===== src/rtl/frame_stream_feeder.sv =====
// Pixel stream feeder: 2-entry skid buffer from a valid/ready source into a write/full FIFO,
// with column/row/image tracking, frame sideband and optional per-image ack pacing.
module frame_stream_feeder #(
  parameter int DWIDTH  = 32,
  parameter int NUM_CH  = 3,
  parameter int WIDTH   = 224,
  parameter int HEIGHT  = 224,
  parameter int NUM_IMG = 1,
  parameter int MODE    = 0
) (
  input  logic                     clk,
  input  logic                     reset,
  input  logic                     start,
  input  logic                     s_valid,
  output logic                     s_ready,
  input  logic [NUM_CH*DWIDTH-1:0] s_data,
  input  logic                     fifo_full,
  output logic                     fifo_wrreq,
  output logic [NUM_CH*DWIDTH-1:0] fifo_data,
  output logic                     sof,
  output logic                     eol,
  output logic                     eof,
  input  logic                     img_ack,
  output logic                     busy,
  output logic                     done,
  output logic                     ack_ovf,
  output logic [1:0]               dbg_state
);

  localparam int DW  = NUM_CH * DWIDTH;
  localparam int PIX = WIDTH * HEIGHT;
  localparam int ICW = $clog2(PIX + 1);
  localparam int CW  = (WIDTH > 1) ? $clog2(WIDTH) : 1;
  localparam int RW  = (HEIGHT > 1) ? $clog2(HEIGHT) : 1;
  localparam int IW  = (NUM_IMG > 1) ? $clog2(NUM_IMG) : 1;

  localparam logic [CW-1:0]  COL_LAST = CW'(WIDTH - 1);
  localparam logic [RW-1:0]  ROW_LAST = RW'(HEIGHT - 1);
  localparam logic [IW-1:0]  IMG_LAST = IW'(NUM_IMG - 1);
  localparam logic [ICW-1:0] PIX_N    = ICW'(PIX);

  typedef enum logic [1:0] {
    S_IDLE     = 2'd0,
    S_RUN      = 2'd1,
    S_WAIT_ACK = 2'd2,
    S_DONE     = 2'd3
  } state_t;

  state_t         state_q;
  logic [1:0]     occ_q, occ_d;
  logic [DW-1:0]  ent0_q, ent0_d, ent1_q, ent1_d;
  logic [ICW-1:0] in_cnt_q, in_cnt_d;
  logic [CW-1:0]  col_q, col_d;
  logic [RW-1:0]  row_q, row_d;
  logic [IW-1:0]  img_q, img_d;
  logic           credit_q, done_q, ack_ovf_q;

  logic push, pop, col_last, row_last, img_last, restart, ack_in;

  // Handshake: a beat transfers on any rising edge where s_valid && s_ready; the source must
  // hold s_data stable while s_valid is high and s_ready is low. Downstream, a word is written
  // on every edge where fifo_wrreq is high, and fifo_wrreq is never raised while fifo_full.
  assign s_ready    = (state_q == S_RUN) && (occ_q != 2'd2) && (in_cnt_q < PIX_N);
  assign push       = s_valid && s_ready;
  assign fifo_wrreq = (occ_q != 2'd0) && !fifo_full;
  assign pop        = fifo_wrreq;
  assign fifo_data  = (occ_q != 2'd0) ? ent0_q : '0;

  assign col_last = (col_q == COL_LAST);
  assign row_last = (row_q == ROW_LAST);
  assign img_last = (img_q == IMG_LAST);
  assign sof      = pop && (col_q == '0) && (row_q == '0);
  assign eol      = pop && col_last;
  assign eof      = eol && row_last;

  assign restart   = start && ((state_q == S_IDLE) || (state_q == S_DONE));
  assign ack_in    = (MODE == 1) && img_ack;
  assign busy      = (state_q == S_RUN) || (state_q == S_WAIT_ACK);
  assign done      = done_q;
  assign ack_ovf   = ack_ovf_q;
  assign dbg_state = state_q;

  // Entry 0 is always the head; a simultaneous push and pop can only happen at occupancy 1.
  always_comb begin
    occ_d  = occ_q;
    ent0_d = ent0_q;
    ent1_d = ent1_q;
    case ({push, pop})
      2'b10: begin
        if (occ_q == 2'd0) ent0_d = s_data;
        else               ent1_d = s_data;
        occ_d = occ_q + 2'd1;
      end
      2'b01: begin
        ent0_d = ent1_q;
        occ_d  = occ_q - 2'd1;
      end
      2'b11: ent0_d = s_data;
      default: ;
    endcase
  end

  always_comb begin
    col_d    = col_q;
    row_d    = row_q;
    img_d    = img_q;
    in_cnt_d = eof ? '0 : in_cnt_q + ICW'(push);
    if (pop) begin
      if (col_last) begin
        col_d = '0;
        if (row_last) begin
          row_d = '0;
          img_d = img_last ? '0 : img_q + IW'(1);
        end else begin
          row_d = row_q + RW'(1);
        end
      end else begin
        col_d = col_q + CW'(1);
      end
    end
  end

  always_ff @(posedge clk or posedge reset) begin
    if (reset) begin
      state_q   <= S_IDLE;
      occ_q     <= 2'd0;
      ent0_q    <= '0;
      ent1_q    <= '0;
      in_cnt_q  <= '0;
      col_q     <= '0;
      row_q     <= '0;
      img_q     <= '0;
      credit_q  <= 1'b0;
      done_q    <= 1'b0;
      ack_ovf_q <= 1'b0;
    end else begin
      occ_q  <= occ_d;
      ent0_q <= ent0_d;
      ent1_q <= ent1_d;
      if (restart) begin
        state_q   <= S_RUN;
        in_cnt_q  <= '0;
        col_q     <= '0;
        row_q     <= '0;
        img_q     <= '0;
        credit_q  <= 1'b0;
        done_q    <= 1'b0;
        ack_ovf_q <= 1'b0;
      end else begin
        in_cnt_q <= in_cnt_d;
        col_q    <= col_d;
        row_q    <= row_d;
        img_q    <= img_d;
        case (state_q)
          S_RUN: begin
            if (ack_in) begin
              credit_q <= 1'b1;
              if (credit_q) ack_ovf_q <= 1'b1;
            end
            if (eof) begin
              if (img_last) begin
                state_q <= S_DONE;
                done_q  <= 1'b1;
              end else if (MODE == 1) begin
                // An ack landing on the eof edge counts as credit for this boundary.
                if (credit_q || ack_in) credit_q <= credit_q && ack_in;
                else                    state_q  <= S_WAIT_ACK;
              end
            end
          end
          S_WAIT_ACK: begin
            if (ack_in) state_q <= S_RUN;
          end
          default: begin
            if (ack_in) begin
              credit_q <= 1'b1;
              if (credit_q) ack_ovf_q <= 1'b1;
            end
          end
        endcase
      end
    end
  end

endmodule


===== config.mk =====
export PLATFORM = sky130hd
export DESIGN_NAME = frame_stream_feeder
export DESIGN_NICKNAME = d
export VERILOG_FILES = /design/src/rtl/frame_stream_feeder.sv
export SDC_FILE = /design/constraint.sdc
export NUM_CORES = 1
export LEC_CHECK = 0
export ABC_AREA = 1
export BUFFER_PORTS_ARGS = -buffer_cell sky130_fd_sc_hd__buf_2
export CORE_AREA = 2 2 186 188
export DETAILED_ROUTE_END_ITERATION = 8
export DIE_AREA = 0 0 188 190
export SYNTH_ARGS = -nofsm -noshare
export SYNTH_HDL_FRONTEND = slang
export SYNTH_SLANG_ARGS = --single-unit

===== constraint.sdc =====
create_clock -name clk -period 9.1 [get_ports clk]
set_input_delay 0.455 -clock clk [delete_from_list [all_inputs] [get_ports clk]]
set_output_delay 0.455 -clock clk [all_outputs]
set_load 0.1 [all_outputs]

After elaboration in Yosys (flattened, before gate mapping) --
Index checks and enable logic that the tools add are counted.
Word-level totals: flip-flop bits (word level) 230, latch bits 0, RAM bits 0, bits in read-only memories 0, input bits 102, output and inout bits 106, memories 0
Operators by class: $add $sub $neg 6, multiply operators 0, div/mod/pow operators 0, order comparisons 1, equal/unequal tests 11, shifts and indexed selects 0, muxes and demuxes 26, bitwise operators 1, reduce and logical (&&, ||, !) cells 29
Operators by type and width (count):
- $pmux W96 S3 | 1
- $mux W96 | 2
- $mux W8 | 7
- $mux W16 | 2
- $add A16 B1 Y16 | 1
- $add A8 B1 Y8 const B | 2
- $eq A8 B8 Y1 const B | 2
- $logic_not A8 Y1 | 2
- $lt A16 B16 Y1 const B | 1
- $reduce_bool A2 Y1 | 7
- $logic_and A1 B1 Y1 | 9
- $mux W1 | 9
- $eq A2 B2 Y1 const B | 4
- $mux W2 | 4
- $reduce_and A2 Y1 | 3
- $reduce_and A3 Y1 | 2
- $eq A2 B1 Y1 const B | 2
- $logic_not A2 Y1 | 2
- $ne A2 B2 Y1 const B | 2
- $pmux W2 S2 | 1
- $reduce_bool A3 Y1 | 1
- $add A2 B1 Y2 const B | 1
- $logic_or A1 B1 Y1 | 2
- $ne A2 B1 Y1 const B | 1
- 4 further kinds | 4

Longest topological paths before layout --
Gate-level depths: netlist of run 1.
depth after elaboration 7, mapped depth 17, gate-level depth less buffers 17

Worst setup path after synthesis of run 1 --
No wires, ideal clock.
path type register -> output, start register occ_q[0], end output sof, arrival time 3.913 ns, data required time 8.645 ns, path slack 4.732 ns, cell stages (with the launch flop) 7, path through dfrtp_1 > inv_2 > nand2_1 > nand2_1 > buf_2 > buf_2 > nor4_1
Between the ends: longest elaborated chain between the ends 4
Ends and longest elaborated chain:
- from (decl) | line 50 | logic [1:0] occ_q, occ_d;
- from (signal assigned) | line 126 | occ_q <= 2'd0;
- from (signal assigned) | line 137 | occ_q <= occ_d;
- $reduce_bool A2 Y1 | line 65 | assign fifo_wrreq = (occ_q != 2'd0) && !fifo_full;
- $logic_and A1 B1 Y1 | line 65
- $logic_and A1 B1 Y1 (2 in a row) | line 72 | assign sof = pop && (col_q == '0) && (row_q == '0);
- to (decl) | line 20 | output logic sof,
Every way passes these cells.

Worst setup path after layout of run 1 --
start register occ_q[0], end register ent0_q[87]
Between the ends: longest elaborated chain between the ends 7, elaborated cells on any way between the ends 14, classes of those cells eq/ne (5); mux (1); reduce/logical (8)
Ends and longest elaborated chain:
- $ne A2 B2 Y1 | line 63 | assign s_ready = (state_q == S_RUN) && (occ_q != 2'd2) && (in_cnt_q < PIX_N);
- $logic_and A1 B1 Y1 (2 in a row) | line 63
- $logic_and A1 B1 Y1 | line 64 | assign push = s_valid && s_ready;
- $eq A2 B2 Y1 / $eq A2 B1 Y1 (equally long branches) | line 88 | case ({push, pop})
- $ne A2 B2 Y1 (no line) / $reduce_bool A3 Y1 (equally long branches)
- $reduce_and A2 Y1 (no line)
- to (signal assigned) | line 138 | ent0_q <= ent0_d;
- to (decl) | line 51 | logic [DW-1:0] ent0_q, ent0_d, ent1_q, ent1_d;
Parallel ways exist; a longest one is shown, timed or not. A chain may end at the register's enable or synchronous reset.

==> impl_metrics.tcl, run 1 <==
set metrics [dict create \
    status "completed" \
    worstPathMaxFanout 50 \
    die_y_um 190 \
    drt_pre_antenna_iters 6 \
    ys_top_cells_by_count "464 x nand2_1, 237 x inv_1, 228 x dfrtp_1" \
    grt_pass1_vias 9600 \
    cts_root_buffer "clkbuf_16" \
    finalSetupViolCount 0 \
    critPathRequiredTime_ns 9.56 \
    grt_max_degree 109 \
    die_w_um 188 \
    ys_async_sr_fraction 1.000 \
    die-area_sq_um 35720 \
    via_per_inst 4.576 \
    synth_edf_count 0 \
    hp-class "in -> async" \
    hold_viol_final 0 \
    rr_startpoint "occ_q[0]" \
    r2r_slack_ns 5.42 \
    cap_violations 0 \
    min_period_ns 3.685 \
    port_buffers 205 \
    synthCells 1535 \
    crit_buf_inv 2 \
    yosysMostFrequentCell "nand2_1" \
    grt_overflow 0 \
    synth.distinct_cells 28 \
    regToRegEndpoint "ent0_q[87]" \
    syn_to_final_growth_pct 19.89 \
    hold_buffers 0 \
    cp_cell_sequence "nor2_4 -> buf_4 -> nand4_4 -> nand2_4 -> buf_4 -> nand2_1 -> nand2_1" \
    cp_data_arrival_time_ns 4.14 \
    core_sq_um 33950 \
    vias 9930 \
    rsz0062_at_grt "false" \
    max_slew.worst_pin.slew_ns 1.016 \
    clk_pin_slew_ns 0.06 \
    drive_gt1_frac 0.1606 \
    met1_usage 0.2176 \
    grt_pass1_wl_um 48300 \
    critPathKind "reg -> reg" \
    clock_path_buffers 3 \
    ys.flop_type "dfrtp_1" \
    ys_warn_count 0 \
    finalCritPeriodShare 0.4049 \
    wl_um 28770 \
    rr_worst_depth 7 \
    crit_family "simple AND/OR/NAND/NOR gates" \
    gp_congestion 0.7803 \
    clock_sinks 228 \
    antenna_found_initial 5 \
    fmaxAchievable_mhz 271.4 \
    yosys_register_bits 228 \
    crit_slowest_cell "nand2_4" \
    slowest_delay_ns 0.82 \
    clock_skew_ns 0.01946 \
    fin_nets 1802 \
    synth_top_cells_by_area "dfrtp_1 50%, nand2_1 15%, o21ai_0 8.9%" \
    synth_area_per_cell_sq_um 7.367 \
    h-tree-depth 1 \
    grt.met2_usage 0.2648 \
    hpwl_um 17520 \
    slew_headroom 0.3227 \
    drcViolationCount 0 \
    cts_tree "done" \
    synth_top_area_frac 0.5045 \
    drtIter0Drc 517 \
    syn_area_sq_um 11310 \
    fp-row-count 68 \
    worst_setup_path_start_kind "register" \
    cts_resized 0 \
    worstSetupEndpointType "register" \
    drv_slew 0 \
    track_usage 0.1620 \
    ys_seq_area_frac 0.5045 \
    io_pins 208 \
    syn_nets 1646 \
    grt_use_met3 0.03505 \
    cts_buffers 27 \
    cts_setup_buffers 0 \
    worstSkewPairLatency_ns 0.54 \
    fin_setup_tns_ns 0 \
    gr-max-usage-layer "met2" \
    start_util 0.3331 \
    synth_top_cell_by_area "dfrtp_1" \
    wire_per_inst_um 13.26 \
    antenna_left 0 \
]
-- worst reg2reg max path: cells and delay by family (launching register included) --
| kind | cells | cell delay, ns |
|---|---|---|
| and+or+nand+nor | 5 | 1.96 |
| buffers and inverters | 2 | 1.19 |
| DFF | 1 | 0.46 |
-- through the flow --
step                      setup slack (ns)  hold WS, ns  instances  instance area, sq um  utilization
after floorplan                      2.397       0.4529       1535                 11310            -
after global placement               5.303       0.4646       2117                 12620       0.3717
after detailed placement             5.258       0.4728       2117                 12620       0.3717
after CTS                            5.242      0.02675       2167                 13550       0.3992
after global routing                 5.049      0.07374       2169                 13560       0.3993
final                                5.415      0.01831       2170                 13560       0.3994
-- cell families (layout without fill, tap and decap cells) --
logic type,after synthesis,in the layout,synth area share
AOI/OAI and AO/OA,211,211,0.09416
adders and majority gates,9,9,0.009958
DFF,228,228,0.5045
buffers and inverters,327,504,0.1152
other,1,4,0.0003316
and+or+nand+nor,748,748,0.2673
xor gates and xnor gates,11,11,0.008519
-- layout by cell type, fill, tap and decap left out, types with 4 or more instances in the layout --
cell type and instances:
a21oi_1 6, buf_2 205, buf_4 9, clkbuf_16 27, clkbuf_8 7, clkinv_2 7
dfrtp_1 228, ha_1 8, inv_1 236, nand2_1 462, nand3_1 118, nand4_1 8
nor2_1 143, nor3_1 7, o21ai_0 202, xnor2_1 4, xor2_1 7
-- how the worst max path moves through the flow --
stage                   from         end  slack [ns]  depth (start not counted)
floorplan              reset    col_q[0]        2.40                          1
global placement    occ_q[0]  ent0_q[67]        5.30                          7
detailed placement  occ_q[0]  ent0_q[87]        5.26                          7
CTS                 occ_q[0]  ent0_q[87]        5.24                          7
global route        occ_q[0]  ent0_q[87]        5.05                          7
finish              occ_q[0]  ent0_q[87]        5.42                          7
-- layer usage --
metal  routed length, um  vias up
li1                    -     5013
met1               13290     4627
met2               13030      243
met3                1878       45
met4                 562        2
met5                   7        -
-- final cells by class --
class | instances | area, sq um
Inverter | 240 | 908.4
Timing Repair Buffer | 214 | 1094
Antenna cell | 3 | 7.507
Clock buffer | 37 | 783.3
Sequential cell | 228 | 5705
Tap cell | 455 | 569.3
Clock inverter | 13 | 148.9
Fill cell | 3556 | 20390
Multi-Input combinational cell | 980 | 4342
-- sequential cells by signal (all words and copies together), names as in the netlist --
register   count
col_q          8
dbg_state      2
ent0_q        96
ent1_q        96
in_cnt_q      16
occ_q          2
row_q          8
Power of run 1 is left out: the tool's default activity adds up to more than one toggle a clock period on the data nets, which glitch-free logic cannot reach.
==> run 2: changes to the inputs <==
--- a/config.mk
+++ b/config.mk
@@ -5,11 +5,11 @@
 export SDC_FILE = /design/constraint.sdc
 export NUM_CORES = 1
 export LEC_CHECK = 0
-export ABC_AREA = 1
+export ABC_AREA = 0
 export BUFFER_PORTS_ARGS = -buffer_cell sky130_fd_sc_hd__buf_2
-export CORE_AREA = 2 2 186 188
+export CORE_AREA = 2 2 181 183
 export DETAILED_ROUTE_END_ITERATION = 8
-export DIE_AREA = 0 0 188 190
+export DIE_AREA = 0 0 183 185
 export SYNTH_ARGS = -nofsm -noshare
 export SYNTH_HDL_FRONTEND = slang
 export SYNTH_SLANG_ARGS = --single-unit
==> constraint.sdc (replaced) <==
create_clock -name clk -period 3.8 [get_ports clk]
set_input_delay 0.19 -clock clk [delete_from_list [all_inputs] [get_ports clk]]
set_output_delay 0.19 -clock clk [all_outputs]
set_load 0.1 [all_outputs]
==> run 2 against run 1 <==
- register-to-register slack lost 4.2 ns
- clock skew grew 0.0023 ns
- largest cell class unchanged
- routed wire length shrank 3.9%
- area after synthesis shrank 5.4%
- die area shrank 5.2%
- critical path type is now reg -> out
==> impl_metrics.tcl, run 2 <==
set metrics [dict create \
    grt_pass1_vias 8384 \
    grt.met2_usage 0.2720 \
    drcViolationCount 0 \
    yosys_register_bits 228 \
    critPathKind "reg -> out" \
    hold_viol_final 0 \
    swShare 0.2143 \
    p_clk_frac 0.493 \
    ys.flop_type "dfrtp_1" \
    critPathRequiredTime_ns 3.61 \
    grt_pass1_wl_um 44640 \
    syn_to_final_growth_pct 30.94 \
    p_int_mw 4.126 \
    h-tree-depth 1 \
    synth.distinct_cells 42 \
    grt_overflow 0 \
    cp.depth 5 \
    holdPathStages 4 \
    crit_family "buffers and inverters" \
    layout_commonest_cell "dfrtp_1" \
    slowest_delay_ns 0.60 \
    fin_nets 1341 \
    gp_congestion 0.7862 \
    grt_max_degree 140 \
    num-fill-cells 3064 \
    final_util 0.4373 \
    drtIter0Drc 334 \
    core_sq_um 32040 \
    irDropWorstVdd_mv 0.2955 \
    hpwl_um 15890 \
    finalSetupViolCount 0 \
    max_slew.worst_pin.slew_ns 1.096 \
    clock_sinks 228 \
    cp_common_cell "buf_4" \
    cts_resized 0 \
    synth_edf_count 0 \
    drt_pre_antenna_iters 4 \
    vias 8126 \
    seq_power_share 0.462 \
    met1_usage 0.2136 \
    drv_slew 0 \
    clock_skew_ns 0.02176 \
    min_period_ns 3.011 \
    status "completed" \
    layout_common_cells "228 x dfrtp_1, 205 x buf_2, 105 x nand3_1, 100 x o21ai_1" \
    die_w_um 183 \
    cp_cell_sequence "nor2_4 -> buf_4 -> buf_4 -> nor2b_1 -> buf_2" \
    gr-max-usage-layer "met2" \
    hold_buffers 97 \
    yosysMostFrequentCell "dfrtp_1" \
    finalCritPeriodShare 0.7925 \
    r2r_slack_ns 1.26 \
    port_buffers 205 \
    synth_area_per_cell_sq_um 11.22 \
    crit_buf_inv 3 \
    slew_headroom 0.2696 \
    rr_worst_depth 8 \
    antenna_found_initial 1 \
    cts_buffers 27 \
    clock_path_buffers 3 \
    cts_tree "done" \
    worstPathMaxFanout 51 \
    synth_top_cell_by_area "dfrtp_1" \
    synth_top_area_frac 0.5331 \
    grt_use_met3 0.03657 \
    wire_per_inst_um 16.70 \
    fp-row-count 66 \
    cts_root_buffer "clkbuf_16" \
    wl_um 27650 \
    syn_nets 1065 \
    crit_slowest_cell "buf_4" \
    worst_setup_path_start_kind "register" \
    cts_setup_buffers 0 \
    ys_async_sr_fraction 1.000 \
    reg_top3 "ent0_q (96), ent1_q (96), in_cnt_q (16)" \
    p_leak_nw 6.516 \
    worstSetupEndpointType "output pin" \
    ys_seq_area_frac 0.5331 \
    die_y_um 185 \
    clk_pin_slew_ns 0.06 \
    power_frac_comb 0.045 \
    syn_area_sq_um 10700 \
    fin_setup_tns_ns 0 \
    worstSkewPairLatency_ns 0.54 \
    synthCells 954 \
    switchingPower_mw 1.126 \
    cap_violations 0 \
    antenna_left 0 \
    p_per_area_nw_per_um2 374.8 \
    die-area_sq_um 33860 \
    start_util 0.3340 \
    cp_data_arrival_time_ns 2.82 \
    ys_top_cells_by_count "228 x dfrtp_1, 105 x nand3_1, 101 x o21ai_1" \
    io_pins 208 \
    synth_top_cells_by_area "dfrtp_1 53%, mux2_2 10%, mux2i_1 9.1%" \
    rsz0062_at_grt "false" \
    hp-class "in -> reg" \
    ys_warn_count 0 \
    track_usage 0.1621 \
    drive_gt1_frac 0.2959 \
    fmaxAchievable_mhz 332.1 \
    via_per_inst 4.907 \
]
## run 2: cell types whose count changed after synthesis, moves of 96 or more
cell and delta:
inv_1 -223, mux2_2 +96, mux2i_1 +97, nand2_1 -446, nor2_1 -116, nor2b_1 +97
o21ai_0 -198, o21ai_1 +101
## run 2: cell type report
cell class              count  area (sq um)  share of cell area
well taps                 408         510.5             0.03643
inverters                  16         63.81            0.004554
multi-input cells         640          4663              0.3328
repair buffers            317          2185              0.1559
clock inverters            11         136.4            0.009733
clock buffers              35         745.7             0.05322
flip-flops and latches    228          5705              0.4072
diodes                      1         2.502           0.0001786
## run 2: kinds of logic after synthesis
group	Yosys count	share of synthesized area
XOR/XNOR	24	0.01964
buffers and inverters	86	0.03589
other	1	0.0003504
flip-flops	228	0.5331
adder cells (fa/ha/maj)	9	0.01052
AND/OR/NAND/NOR	291	0.1488
multiplexers	193	0.1917
AO/OA/AOI/OAI	122	0.05986
## run 2: final timing paths
path,startpoint,to
max,occ_q[1],fifo_data[60]
min,start,col_q[7]
max reg2reg,in_cnt_q[12],in_cnt_q[12]
min reg2reg,ent0_q[61],ent0_q[61]
max in group asynchronous,reset,ent0_q[17]
min in group asynchronous,reset,ent0_q[58]
## run 2: per-layer routing
| layer | share of wire | routed length [um] |
|---|---|---|
| met5 | 0 | 0 |
| met4 | 0.015 | 418 |
| met3 | 0.054 | 1486 |
| met2 | 0.48 | 13170 |
| met1 | 0.45 | 12580 |
## run 2: per-stage QoR
step	cell area, sq um	total power, mW	instances	hold slack (ns)	setup WS, ns
floorplan	10710	2.543	954	0.3405	0.5833
global placement	12160	2.626	1512	0.4069	1.288
detailed placement	12160	2.630	1512	0.4127	1.267
CTS	14010	5.344	1655	0.03914	0.7110
global route	14010	5.481	1656	0.06871	0.6277
finish	14010	5.252	1656	0.06706	0.7886
## run 2: tightest hold or removal path, stage by stage
cell and delay, ns:
buf_2 0.09, nand2_1 0.12, nand2_1 0.10, o21ai_1 0.05
## run 2: power groups by stage
stage,clock network [mW],registers [mW],logic [mW]
3_3_place_gp,0,2.47,0.154
2_1_floorplan,0,2.47,0.0698
6_report,2.59,2.43,0.234
5_1_grt,2.79,2.43,0.263
4_1_cts,2.68,2.43,0.238
3_5_place_dp,0,2.47,0.157
Power figures use the tool's default switching activity.
